[src/rtl/gate4_selftest.sv]
// gate4_selftest
//   Exhaustive self-test for a 4-input OR/NOR gate. On START it walks STIM
//   through 0..15, holding each value SETTLE cycles, then compares RESP_OR
//   against |STIM and RESP_NOR against ~|STIM. The first mismatch stops the
//   run and records the vector and which output was wrong; a clean pass over
//   all 16 vectors reports PASS.
//
//   Protocol: START is a level sampled on rising CLK edges and accepted only
//   in IDLE or END. An accepted START clears all results and raises BUSY on
//   the same edge. BUSY stays high until the run ends; on that edge BUSY drops
//   and DONE rises with exactly one of PASS/FAIL, and all results then stay
//   stable until the next accepted START.
//
//   Parameters
//     SETTLE     cycles each vector is held before sampling (1..15)
//   Ports
//     CLK        clock, rising edge
//     RST_N      asynchronous active-low reset
//     START      run request
//     STIM       stimulus to the gate, bit n drives input In
//     RESP_OR    gate OR output
//     RESP_NOR   gate NOR output
//     BUSY       run in progress
//     DONE       run finished (sticky until next START)
//     PASS       all 16 vectors matched (with DONE)
//     FAIL       a mismatch stopped the run (with DONE)
//     FAIL_VEC   vector at the first mismatch
//     FAIL_KIND  0 = OR mismatch, 1 = NOR mismatch
//     VEC_CNT    vectors checked and matched so far
//     state_dbg  current FSM state (0 IDLE, 1 RUN, 2 END)
module gate4_selftest #(
  parameter int unsigned SETTLE = 1
) (
  input  logic       CLK,
  input  logic       RST_N,
  input  logic       START,
  output logic [3:0] STIM,
  input  logic       RESP_OR,
  input  logic       RESP_NOR,
  output logic       BUSY,
  output logic       DONE,
  output logic       PASS,
  output logic       FAIL,
  output logic [3:0] FAIL_VEC,
  output logic       FAIL_KIND,
  output logic [4:0] VEC_CNT,
  output logic [1:0] state_dbg
);

  typedef enum logic [1:0] {
    ST_IDLE = 2'd0,
    ST_RUN  = 2'd1,
    ST_END  = 2'd2
  } state_e;

  localparam logic [3:0] SETTLE_LD = 4'(SETTLE);

  state_e     state_q,     state_d;
  logic [3:0] settle_q,    settle_d;
  logic [3:0] stim_q,      stim_d;
  logic       fail_q,      fail_d;
  logic [3:0] fail_vec_q,  fail_vec_d;
  logic       fail_kind_q, fail_kind_d;
  logic [4:0] vec_cnt_q,   vec_cnt_d;

  logic exp_or;
  logic or_bad;
  logic nor_bad;

  // Case-inequality so an X or Z response counts as a mismatch rather than
  // silently comparing as unknown.
  always_comb begin
    exp_or  = |stim_q;
    or_bad  = (RESP_OR  !== exp_or);
    nor_bad = (RESP_NOR !== ~exp_or);
  end

  // State register
  always_ff @(posedge CLK or negedge RST_N) begin
    if (!RST_N) begin
      state_q     <= ST_IDLE;
      settle_q    <= 4'd0;
      stim_q      <= 4'd0;
      fail_q      <= 1'b0;
      fail_vec_q  <= 4'd0;
      fail_kind_q <= 1'b0;
      vec_cnt_q   <= 5'd0;
    end else begin
      state_q     <= state_d;
      settle_q    <= settle_d;
      stim_q      <= stim_d;
      fail_q      <= fail_d;
      fail_vec_q  <= fail_vec_d;
      fail_kind_q <= fail_kind_d;
      vec_cnt_q   <= vec_cnt_d;
    end
  end

  // Next-state logic
  always_comb begin
    state_d     = state_q;
    settle_d    = settle_q;
    stim_d      = stim_q;
    fail_d      = fail_q;
    fail_vec_d  = fail_vec_q;
    fail_kind_d = fail_kind_q;
    vec_cnt_d   = vec_cnt_q;

    unique case (state_q)
      ST_IDLE, ST_END: begin
        if (START) begin
          state_d     = ST_RUN;
          settle_d    = SETTLE_LD;
          stim_d      = 4'd0;
          fail_d      = 1'b0;
          fail_vec_d  = 4'd0;
          fail_kind_d = 1'b0;
          vec_cnt_d   = 5'd0;
        end
      end

      ST_RUN: begin
        // settle_q == 1 marks the last hold cycle: the response is sampled
        // on this edge, SETTLE edges after the vector was applied.
        if (settle_q == 4'd1) begin
          if (or_bad || nor_bad) begin
            state_d     = ST_END;
            settle_d    = 4'd0;
            fail_d      = 1'b1;
            fail_vec_d  = stim_q;
            fail_kind_d = ~or_bad;    // OR wins when both are wrong
          end else begin
            vec_cnt_d = vec_cnt_q + 5'd1;
            if (stim_q == 4'd15) begin
              state_d  = ST_END;      // STIM stays at 15
              settle_d = 4'd0;
            end else begin
              stim_d   = stim_q + 4'd1;
              settle_d = SETTLE_LD;
            end
          end
        end else begin
          settle_d = settle_q - 4'd1;
        end
      end

      default: state_d = ST_IDLE;
    endcase
  end

  // Outputs: BUSY/DONE follow the state, so they can never overlap.
  always_comb begin
    BUSY      = (state_q == ST_RUN);
    DONE      = (state_q == ST_END);
    PASS      = DONE & ~fail_q;
    FAIL      = DONE &  fail_q;
    STIM      = stim_q;
    FAIL_VEC  = fail_vec_q;
    FAIL_KIND = fail_kind_q;
    VEC_CNT   = vec_cnt_q;
    state_dbg = state_q;
  end

endmodule

[config.mk]
export PLATFORM = sky130hd
export DESIGN_NAME = gate4_selftest
export DESIGN_NICKNAME = d
export VERILOG_FILES = /design/src/rtl/gate4_selftest.sv
export SDC_FILE = /design/constraint.sdc
export NUM_CORES = 1
export LEC_CHECK = 0
export BUFFER_PORTS_ARGS = -buffer_cell sky130_fd_sc_hd__buf_2
export CORE_ASPECT_RATIO = 0.8
export CORE_MARGIN = 3
export CORE_UTILIZATION = 53
export DETAILED_ROUTE_END_ITERATION = 6
export GPL_TIMING_DRIVEN = 0
export PLACE_DENSITY = 0.81
export SYNTH_ARGS = -nofsm -noshare
export SYNTH_HDL_FRONTEND = slang
export SYNTH_SLANG_ARGS = --single-unit
[constraint.sdc]
create_clock -name CLK -period 2.6 [get_ports CLK]
set_clock_uncertainty 0.05 [all_clocks]
set_input_delay 0.26 -clock CLK [delete_from_list [all_inputs] [get_ports CLK]]
set_output_delay 0.26 -clock CLK [all_outputs]
set_load 0.01 [all_outputs]
==> impl_metrics.ini <==
[logic_synthesis]
synth_area_sq_um = 1220
syn_nets = 134
synth_cells = 124
async_flop_share = 1.00
synth_warnings = 0
ys_ff_latch = 21
synth_flop_cell = dfrtp_1
yosysUniqueCellTypes = 36
ys_seq_area_frac = 0.429
avgSynthCellArea_sq_um = 9.87
synth_edf_count = 0

[global_route]
grt_pass1_wl_um = 4290
antenna_found_initial = 0
first_global_vias = 904
grt_max_degree = 22
grt_use_total = 0.194
overflow = 0

[cts]
cts_tree = done
post-cts-setup-buffers = 0
ctsRootBufferMaster = clkbuf_4
cts_max_path_buffers = 2
numCtsBuffers = 3
clkSinkCount = 21
clk_latency_ns = 0.31
htree_num_levels = 1
clk_pin_slew_worst_paths_ns = 0.12
cts_hold_buf = 1
post_cts_resized = 0

[setup_path]
cp_top_family = simple AND/OR/NAND/NOR gates
critPathBufInv = 1
worstPathCellList = inv_1 > ha_1 > or3b_1 > nor2_1 > o21a_4 > mux2_4
crit_arrival_ns = 2.31
worstSetupPathType = reg2reg
cp_slowest_cell = or3b_1
path_max_fanout = 6
start_kind = flip-flop
end_kind = flip-flop
cp_slowest_stage_delay_ns = 0.43
cp_data_required_time_ns = 2.75

[status]
status = finished, final reports clean

[sta]
fin_crit_ns = 2.16
rsz0062_at_grt = false
hold_violations = 0
min_period_over_period = 0.830
worst_pin_slew_ns = 0.506
maxSlewViolCount = 0
tns_ns = 0
fmaxAchievable_mhz = 463
setup_viol = 0
slew_headroom = 0.663

[layout]
fillerInstances = 154
multi_input_area_sq_um = 629
fin_nets = 164
drive_gt1_frac = 0.248
antenna_cells = 0
seqCellArea_sq_um = 526
area_growth_syn_to_layout_pct = 15.2

[floorplan]
coreArea_sq_um = 2030
die_w_um = 59.7
ios = 25
rows = 14
initial_core_util = 0.602
die_area_sq_um = 2920
die_y_um = 49.0

[drt]
routed_wl_um = 2490
drt_pre_antenna_iters = 4
wire_per_inst_um = 14.1
postRouteAntennaNets = 0
drtIter0Drc = 47
via_count = 963
viasPerCell = 5.44
drcViolationCount = 0

[placed_design]
hpwl_um = 1850
routabilityCongestion = 0.797
port-buffer-count = 24

[power]
cellPowerDensity_nw_per_um2 = 1020
fin_total_pwr_w = 0.00144
ir_drop_mv = 0.767
power.leakage_nw = 0.702

[min_path]
min_path_type = in2reg

[flow_run]
max-cap-violations = 0
registers in the layout, summed over array words and instances (netlist names):
signal,count
fail_q,1
STIM,4
state_dbg,2
FAIL_KIND,1
VEC_CNT,5
FAIL_VEC,4
settle_q,4
path summary, 6_finish.rpt:
| check | start | to | slack, ns | cells past startpoint |
|---|---|---|---|---|
| worst min-delay path | START | state_dbg[1] | 0.11 | 2 |
| worst max register to register | settle_q[1] | STIM[1] | 0.44 | 6 |
| min in group asynchronous | RST_N | VEC_CNT[2] | 0.37 | 2 |
| worst min register to register | FAIL_VEC[2] | FAIL_VEC[2] | 0.47 | 2 |
| max in group asynchronous | RST_N | FAIL_VEC[2] | 1.80 | 2 |
| worst max-delay path | settle_q[1] | STIM[1] | 0.44 | 6 |
where the power goes:
part | switching [W] | internal (W) | total [W]
combinational | 0.000432 | 0.000318 | 0.000750
clock | 0.000100 | 0.0000600 | 0.000160
sequential | 0.000100 | 0.000427 | 0.000527
total | 0.000633 | 0.000805 | 0.00144
synthesized netlist by cell type, types with 2 or more instances:
cell / n / area [sq um]
nor3_1: 3 / 15.0
clkbuf_1: 2 / 7.51
inv_1: 12 / 45.0
and2_1: 2 / 12.5
or3b_1: 2 / 17.5
ha_1: 5 / 62.6
a22oi_1: 2 / 15.0
a21boi_0: 2 / 15.0
o21ai_4: 2 / 32.5
nand3_1: 6 / 30.0
nand2_1: 13 / 48.8
o211ai_1: 2 / 15.0
dfrtp_1: 21 / 526
mux2i_1: 7 / 70.1
nor2_1: 9 / 33.8
nand2b_1: 6 / 37.5
mux2_4: 2 / 30.0
o21ai_0: 7 / 35.0
a2bb2oi_1: 2 / 17.5
cell type report:
| cell class | instances | area share |
|---|---|---|
| Sequential cell | 21 | 0.373 |
| Timing Repair Buffer | 25 | 0.0923 |
| Buffer | 4 | 0.0169 |
| Clock buffer | 4 | 0.0186 |
| Inverter | 12 | 0.0319 |
| Tap cell | 24 | 0.0213 |
| Multi-Input combinational cell | 87 | 0.446 |
cell usage in the layout, fill, tap and decap left out, types with 3 or more instances in the layout:
| cell | instances |
|---|---|
| dfrtp_1 | 21 |
| o21ai_0 | 7 |
| inv_1 | 12 |
| ha_1 | 5 |
| nand2_1 | 13 |
| nor2_1 | 9 |
| nor3_1 | 3 |
| buf_2 | 24 |
| clkbuf_1 | 3 |
| nand3_1 | 6 |
| mux2i_1 | 7 |
| nand2b_1 | 6 |
| clkbuf_4 | 3 |
per-stage QoR:
step,worst slack [ns],cell area [sq um],hold WS (ns),instances,util
CTS,0.448,1410,0.104,177,0.694
floorplan,0.567,1220,-0.0856,124,-
global placement,0.492,1370,0.182,172,0.676
detailed placement,0.470,1370,0.193,172,0.676
global route,0.321,1410,0.108,177,0.694
finish,0.442,1410,0.112,177,0.694
kinds of logic (layout without fill, tap and decap cells):
logic type | Yosys count | in the layout | synth area share
buffers and inverters | 16 | 45 | 0.0562
and+or+nand+nor | 45 | 45 | 0.185
AOI/OAI and AO/OA | 26 | 26 | 0.169
muxes | 11 | 11 | 0.109
adders and majority gates | 5 | 5 | 0.0511
DFF | 21 | 21 | 0.429
per-layer routing:
layer  up-vias  routed length [um]  track usage
met2        26                1100        0.295
met1       447                1210        0.263
met4         0                  23       0.0554
met3         4                 154       0.0608
li1        486                   -            -
met5         -                   0            0
(Power assumes the default switching activity.)
